===== config.mk =====
export PLATFORM = sky130hd
export DESIGN_NAME = div_seq_ctrl
export DESIGN_NICKNAME = d
export VERILOG_FILES = /design/src/rtl/div_seq_ctrl.sv
export SDC_FILE = /design/constraint.sdc
export NUM_CORES = 1
export LEC_CHECK = 0
export BUFFER_PORTS_ARGS = -buffer_cell sky130_fd_sc_hd__buf_2
export CAP_MARGIN = 20
export CORE_AREA = 2 2 39 41
export CTS_BUF_LIST = sky130_fd_sc_hd__clkbuf_16
export DETAILED_ROUTE_END_ITERATION = 6
export DIE_AREA = 0 0 41 43
export GPL_ROUTABILITY_DRIVEN = 0
export PLACE_DENSITY = 0.64
export SYNTH_ARGS = -nofsm -noshare
export SYNTH_HDL_FRONTEND = slang
export SYNTH_SLANG_ARGS = --single-unit

===== constraint.sdc =====
create_clock -name i_clk -period 3.6 [get_ports i_clk]
set_input_delay 0.36 -clock i_clk [delete_from_list [all_inputs] [get_ports i_clk]]
set_output_delay 0.36 -clock i_clk [all_outputs]
set_load 0.01 [all_outputs]

===== src/rtl/div_seq_ctrl.sv =====
// div_seq_ctrl -- control FSM for an unsigned restoring divider.
//
// Drives the A (partial remainder), Q (dividend/quotient) and M (divisor)
// registers and the add/sub unit of an external datapath. One start/done
// handshake per division. Each quotient bit takes three cycles:
// SHIFT, SUB and TEST. TEST restores A when the trial subtraction went
// negative.
//
// Optional feature, controlled by the macro DIV_ZERO_CHK_EN:
//   defined   -> a zero divisor seen in INIT skips the iterations.
//                The FSM goes straight to DONE with o_err set.
//   undefined -> i_m_zero is ignored and o_err is tied low. A zero
//                divisor runs the full schedule.
module div_seq_ctrl #(
  parameter int WIDTH = 4,
  parameter int CNT_W = $clog2(WIDTH) + 1
) (
  input  logic i_clk,
  input  logic i_rst,
  input  logic i_start,
  input  logic i_abort,
  input  logic i_a_msb,
  input  logic i_m_zero,
  output logic o_clr_a,
  output logic o_en_q,
  output logic o_en_m,
  output logic o_shift,
  output logic o_en_a,
  output logic o_alu_sub,
  output logic o_q0_wr,
  output logic o_q0_val,
  output logic o_busy,
  output logic o_done,
  output logic o_err
);

  localparam logic [2:0] S_IDLE  = 3'd0;
  localparam logic [2:0] S_INIT  = 3'd1;
  localparam logic [2:0] S_SHIFT = 3'd2;
  localparam logic [2:0] S_SUB   = 3'd3;
  localparam logic [2:0] S_TEST  = 3'd4;
  localparam logic [2:0] S_DONE  = 3'd5;

  localparam logic [CNT_W-1:0] CNT_LOAD = CNT_W'(WIDTH);
  localparam logic [CNT_W-1:0] CNT_ONE  = CNT_W'(1);

  logic [2:0]       state;
  logic [2:0]       state_nxt;
  logic [CNT_W-1:0] count;
  logic [CNT_W-1:0] count_nxt;
  logic             busy_st;
  logic             abort_now;
  logic             last_iter;
  logic             zero_div;

  // INIT through TEST are the states an abort can cancel. DONE is
  // excluded so that a pending done pulse always completes.
  assign busy_st   = (state == S_INIT) || (state == S_SHIFT) ||
                     (state == S_SUB)  || (state == S_TEST);
  assign abort_now = i_abort && busy_st;
  assign last_iter = (count == CNT_ONE);

`ifdef DIV_ZERO_CHK_EN
  assign zero_div = i_m_zero;
`else
  logic unused_m_zero;
  assign zero_div      = 1'b0;
  assign unused_m_zero = i_m_zero;
`endif

  // Next-state and iteration-counter logic.
  // The counter is loaded only in INIT and drains to zero by the last
  // TEST. Every path back to IDLE leaves it at zero, so it never wraps.
  always_comb begin
    state_nxt = state;
    count_nxt = count;
    case (state)
      S_IDLE: begin
        if (i_start) state_nxt = S_INIT;
      end
      S_INIT: begin
        if (zero_div) begin
          state_nxt = S_DONE;
          count_nxt = '0;
        end else begin
          state_nxt = S_SHIFT;
          count_nxt = CNT_LOAD;
        end
      end
      S_SHIFT: begin
        state_nxt = S_SUB;
      end
      S_SUB: begin
        state_nxt = S_TEST;
      end
      S_TEST: begin
        count_nxt = count - CNT_ONE;
        state_nxt = last_iter ? S_DONE : S_SHIFT;
      end
      S_DONE: begin
        state_nxt = S_IDLE;
      end
      default: begin
        state_nxt = S_IDLE;
        count_nxt = '0;
      end
    endcase
    if (abort_now) begin
      state_nxt = S_IDLE;
      count_nxt = '0;
    end
  end

  // State and counter registers with asynchronous reset to IDLE.
  always_ff @(posedge i_clk or posedge i_rst) begin
    if (i_rst) begin
      state <= S_IDLE;
      count <= '0;
    end else begin
      state <= state_nxt;
      count <= count_nxt;
    end
  end

`ifdef DIV_ZERO_CHK_EN
  logic err_q;

  // The error flag is re-evaluated on every INIT and is then held
  // through DONE, so it stays valid alongside the done pulse.
  always_ff @(posedge i_clk or posedge i_rst) begin
    if (i_rst) begin
      err_q <= 1'b0;
    end else if ((state == S_INIT) && !abort_now) begin
      err_q <= zero_div;
    end
  end

  assign o_err = err_q;
`else
  assign o_err = 1'b0;
`endif

  assign o_busy = (state != S_IDLE);

  // Strobe decode from the state register.
  // TEST also depends on i_a_msb: the sign of the trial subtraction
  // chooses the quotient bit and whether A is restored with A+M.
  // An abort cancels all strobes in the cycle in which it is seen.
  always_comb begin
    o_clr_a   = 1'b0;
    o_en_q    = 1'b0;
    o_en_m    = 1'b0;
    o_shift   = 1'b0;
    o_en_a    = 1'b0;
    o_alu_sub = 1'b0;
    o_q0_wr   = 1'b0;
    o_q0_val  = 1'b0;
    o_done    = 1'b0;
    case (state)
      S_INIT: begin
        o_clr_a = 1'b1;
        o_en_q  = 1'b1;
        o_en_m  = 1'b1;
      end
      S_SHIFT: begin
        o_shift = 1'b1;
      end
      S_SUB: begin
        o_en_a    = 1'b1;
        o_alu_sub = 1'b1;
      end
      S_TEST: begin
        o_q0_wr  = 1'b1;
        o_q0_val = ~i_a_msb;
        if (i_a_msb) begin
          o_en_a    = 1'b1;
          o_alu_sub = 1'b0;
        end
      end
      S_DONE: begin
        o_done = 1'b1;
      end
      default: begin
      end
    endcase
    if (abort_now) begin
      o_clr_a   = 1'b0;
      o_en_q    = 1'b0;
      o_en_m    = 1'b0;
      o_shift   = 1'b0;
      o_en_a    = 1'b0;
      o_alu_sub = 1'b0;
      o_q0_wr   = 1'b0;
      o_q0_val  = 1'b0;
    end
  end

endmodule

== After elaboration in Yosys (flattened, before gate mapping) ==
Index checks and enable logic that the tools add are counted.

* Flip-flop bits (word level): 6
* Output and inout bits: 11
* Word-level logic and storage cells: 39

* Add/subtract/negate cells: 1
* Equal/unequal tests: 8
* Mux-type cells: 20
* Bitwise gates (word level): 1
* Reduce and logical (&&, ||, !) cells: 7

{| class="wikitable"
|+ Operator list
! kind !! number
|-
| $pmux W3 S5 || 1
|-
| $mux W1 || 13
|-
| $mux W3 || 4
|-
| $pmux W3 S3 || 1
|-
| $eq A3 B1 Y1 const B || 2
|-
| $eq A3 B2 Y1 const B || 2
|-
| $eq A3 B3 Y1 const B || 2
|-
| $reduce_or A4 Y1 || 1
|-
| $logic_not A3 Y1 || 1
|-
| $logic_or A1 B1 Y1 || 3
|-
| $ne A3 B3 Y1 const B || 1
|-
| $reduce_bool A3 Y1 || 1
|-
| $sub A3 B1 Y3 const B || 1
|-
| $ne A2 B1 Y1 const B || 1
|-
| $pmux W1 S2 || 1
|-
| $logic_and A1 B1 Y1 || 1
|-
| $not A1 Y1 || 1
|}

== Longest topological paths before layout ==
* Depth in word-level cells: 6
* Depth in mapped cells: 5
* Mapped depth without buffers: 5

== Worst setup path before layout ==
No wires, ideal clock.

* Path type: reg2out
* Start: register state[1]
* End: output port o_en_m
* Arrival: 1.209 ns
* Required time: 3.240 ns
* Setup slack: 2.031 ns
* Cell stages (with the launch flop): 4
* Path buffers: 2
* Cell sequence: dfrtp_1 > clkbuf_1 > nor3_1 > buf_4

* Longest elaborated chain between the ends: 6
* Elaborated cells on any way between the ends: 10

{| class="wikitable"
|+ Ends and longest elaborated chain
! what !! RTL line !! text
|-
| start: declaration || 47 || <nowiki>logic [2:0] state;</nowiki>
|-
| start signal: assignment || 120 || <nowiki>state <= state_nxt;</nowiki>
|-
| $eq A3 B1 Y1 or $eq A3 B2 Y1 (tied branches) || - ||
|-
| $logic_or A1 B1 Y1 (2 in a row) || 58 || <nowiki>assign busy_st = (state == S_INIT) || (state == S_SHIFT) ||</nowiki>
|-
| $logic_or A1 B1 Y1 || 59 || <nowiki>(state == S_SUB) || (state == S_TEST);</nowiki>
|-
| $logic_and A1 B1 Y1 || 60 || <nowiki>assign abort_now = i_abort && busy_st;</nowiki>
|-
| $mux W1 * || - ||
|-
| end: declaration || 26 || <nowiki>output logic o_en_m,</nowiki>
|}

Every way passes the cells marked *; elsewhere a longest branch is shown, timed or not.

== Final worst setup path ==
* Start: register state[2]
* End: output port o_en_a

* Longest elaborated chain between the ends: 6
* Elaborated cells on any way between the ends: 10

{| class="wikitable"
|+ Ends and longest elaborated chain
! what !! RTL line !! text
|-
| $eq A3 B1 Y1 or $eq A3 B2 Y1 (tied branches) || 58 ||
|-
| $logic_or A1 B1 Y1 (2 in a row) || 58 ||
|-
| $logic_or A1 B1 Y1 || 59 ||
|-
| $logic_and A1 B1 Y1 || 60 ||
|-
| $mux W1 * || 186 || <nowiki>if (abort_now) begin</nowiki>
|-
| end: declaration || 28 || <nowiki>output logic o_en_a,</nowiki>
|}

Marked as above.

==> out/results.txt <==
Total power -> 0.5084 mW
Post-DP HPWL -> 699.3 um
Status -> completed
Net Sw Frac -> 36.02%
Share of cells above drive strength 1 -> 22.97%
NetSw -> 0.1831 mW
I/O pin cnt -> 17
Vias in the first global route -> 368
Lkg Pwr -> 0.2843 nW
WL/cell -> 10.92 um
Setup Total Neg Slack -> 0 ns
Finished Layout Cells -> 90
Critical Path End -> o_en_a
Bufs on Longest Clock Path -> 2
Critical path arrival -> 1.47 ns
CTS H-tree lvls -> 1
Setup crit start -> state[2]
Cells after Synth -> 65
WL final -> 983 um
Clock latency on the worst-skew pair -> 0.22 ns
Crit end category -> output pin
Clock transition at the registers of the reported paths -> 0.03 ns
Worst path cell trace -> nor3b_1, nand2_1, a21oi_1, buf_2
Req. time, crit path -> 3.24 ns
Total grt overflow -> 0
Synthesized area per cell -> 7.911 sq um
Fin. max-slew vios -> 0
Die Area -> 1763 sq um
# hold bufs at CTS -> 0
CTS tree -> done
Critical path launch point type -> register
Die Width -> 41 um
Post-route clock period utilization -> 50.78%
Distinct cells, synth -> 32
DRT iter0 DRCs -> 19
Setup slack, reg-to-reg -> 2.04 ns
Initial Util -> 37.16%
Port-buffer cells -> 14
Initial antenna violation count -> 0
Placement row count -> 14
# setup viols final -> 0
Synthesized net count -> 73
Vias per Instance -> 5.300
Period minus WS final -> 1.828 ns
Seq cells post-synth -> 6
# resized after CTS -> 0
Max-Cap Viols -> 0
Antenna diode count -> 0
Crit path kind -> reg -> out
Sequential power share -> 30.8%
Post-CTS setup buffers -> 0
Clock power frac -> 34.4%
Logic pwr share -> 34.8%
Core Footprint -> 1384 sq um
CP peak stage delay -> 0.59 ns
Largest net degree at the start of global routing -> 19
Filler Cells Inserted -> 134
Pwr/cell area -> 811.0 nW/um^2
Crit path max fanout -> 15
Fmax achieved -> 0.5470 GHz
Commonest non-fill, non-tap cells in the layout -> buf_2 (14), dfrtp_1 (6), inv_1 (5), nand2b_1 (5), nand2_1 (5)
Hold Vio Cnt, Final -> 0
RSZ-0062 raised after global routing -> false
Worst hold path type -> in -> async
Worst clock skew -> 0.0001059 ns
R2R Path End -> count[1]
First-pass GRT wire length -> 1538 um
Clock sinks -> 6
Final Util -> 45.30%
Fin area -> 626.9 sq um
Register area share after synthesis -> 29.20%
Post-DRT Antenna Nets -> 0
Vias after detailed routing -> 477
Crit-path slowest cell -> dfrtp_1
CTS buffer count -> 3
Synth Cell Area -> 514.2 sq um
Die Y -> 43 um
P_int -> 0.3253 mW
Commonest non-fill, non-tap cell in the layout -> buf_2
Yosys warning total -> 0
IR drop worst, VDD -> 0.3775 mV
Layout Nets -> 84
Reg2Reg Depth -> 5
DRC -> 0
Reg-to-Reg Start -> count[0]
Syn-to-layout area delta -> 21.90%
Overall global routing resource usage -> 12.89%
Drt pass-1 iters -> 4
Inst Count DP -> 87
Placed Area -> 551.8 sq um
Root buffer cell -> clkbuf_16
## worst min path at each step
stage	start	depth (start not counted)	slack, ns	to
final	i_rst	2	0.03	count[2]
after global routing	i_rst	2	0.05	count[2]
after CTS	i_rst	2	0.03	count[2]
after detailed placement	i_rst	2	0.27	count[1]
after global placement	i_rst	2	0.27	count[0]
after floorplan	i_rst	1	0.15	count[0]
## critical path: cells and delay by family (launching register included)
family	cells	cell delay, ns
DFF	1	0.59
and+or+nand+nor	2	0.38
AOI/OAI and AO/OA	1	0.14
buffers and inverters	1	0.14
## logic make-up after synthesis
logic type	share of synthesized area, %
compound gates	21.90
flops	29.20
fa+ha+maj	4.865
other cells	0.7292
buf+inv	13.87
xor+xnor	1.703
simple gates	27.74
## cell type report
type	instances	area, sq um	share of cell area, %
clock buffer	3	75.07	11.98
sequential	6	150.1	23.95
inverter	5	18.77	2.994
multi-input combinational	46	292.8	46.71
tap	16	20.02	3.194
timing repair buffer	14	70.07	11.18
## through the flow
stage / hold WS, ns / setup WS, ns
after floorplan: 0.1510 / 2.031
after global placement: 0.2716 / 2.017
after detailed placement: 0.2695 / 1.993
after CTS: 0.03485 / 1.755
after global routing: 0.05275 / 1.608
final: 0.03195 / 1.772
## power groups by stage
stage	registers (mW)	logic, mW	clock network [mW]
after floorplan	0.115	0.190	0
after global placement	0.156	0.176	0
after detailed placement	0.157	0.177	0
after CTS	0.157	0.178	0.177
after global routing	0.165	0.203	0.184
final	0.157	0.177	0.175
## per-layer routing
layer	track usage, %	vias up	wire length, um
met1	19.00	213	483
met2	16.25	21	418
met3	3.141	0	81
met5	0	-	0
met4	8.000	0	0
li1	-	243	-
## sequential cells by signal (all words and copies together) (netlist names)
register	count
state	3
count	3
## Yosys cell counts, drive strengths merged
library cell	instances	area (sq um)
a21oi	4	20.02
a211oi	2	15.01
o21a	1	7.510
o31ai	1	7.510
a2bb2oi	1	8.760
nor4b	1	8.760
o211ai	1	7.510
o22ai	1	6.260
inv	5	18.77
clkbuf	1	3.750
or4b	1	10.01
nor3b	1	7.510
dfrtp	6	150.1
a21o	1	7.510
nand2b	5	31.28
nor4	1	6.260
buf	7	48.79
nor2	3	11.26
nor3	4	20.02
o21ai	1	5.000
a21boi	1	7.510
a221o	1	10.01
nand3	2	10.01
conb	1	3.750
xnor2	1	8.760
nor2b	1	6.260
o311a	1	10.01
nand2	5	18.77
ha	2	25.02
or3	2	12.51
Power figures use the tool's default switching activity.
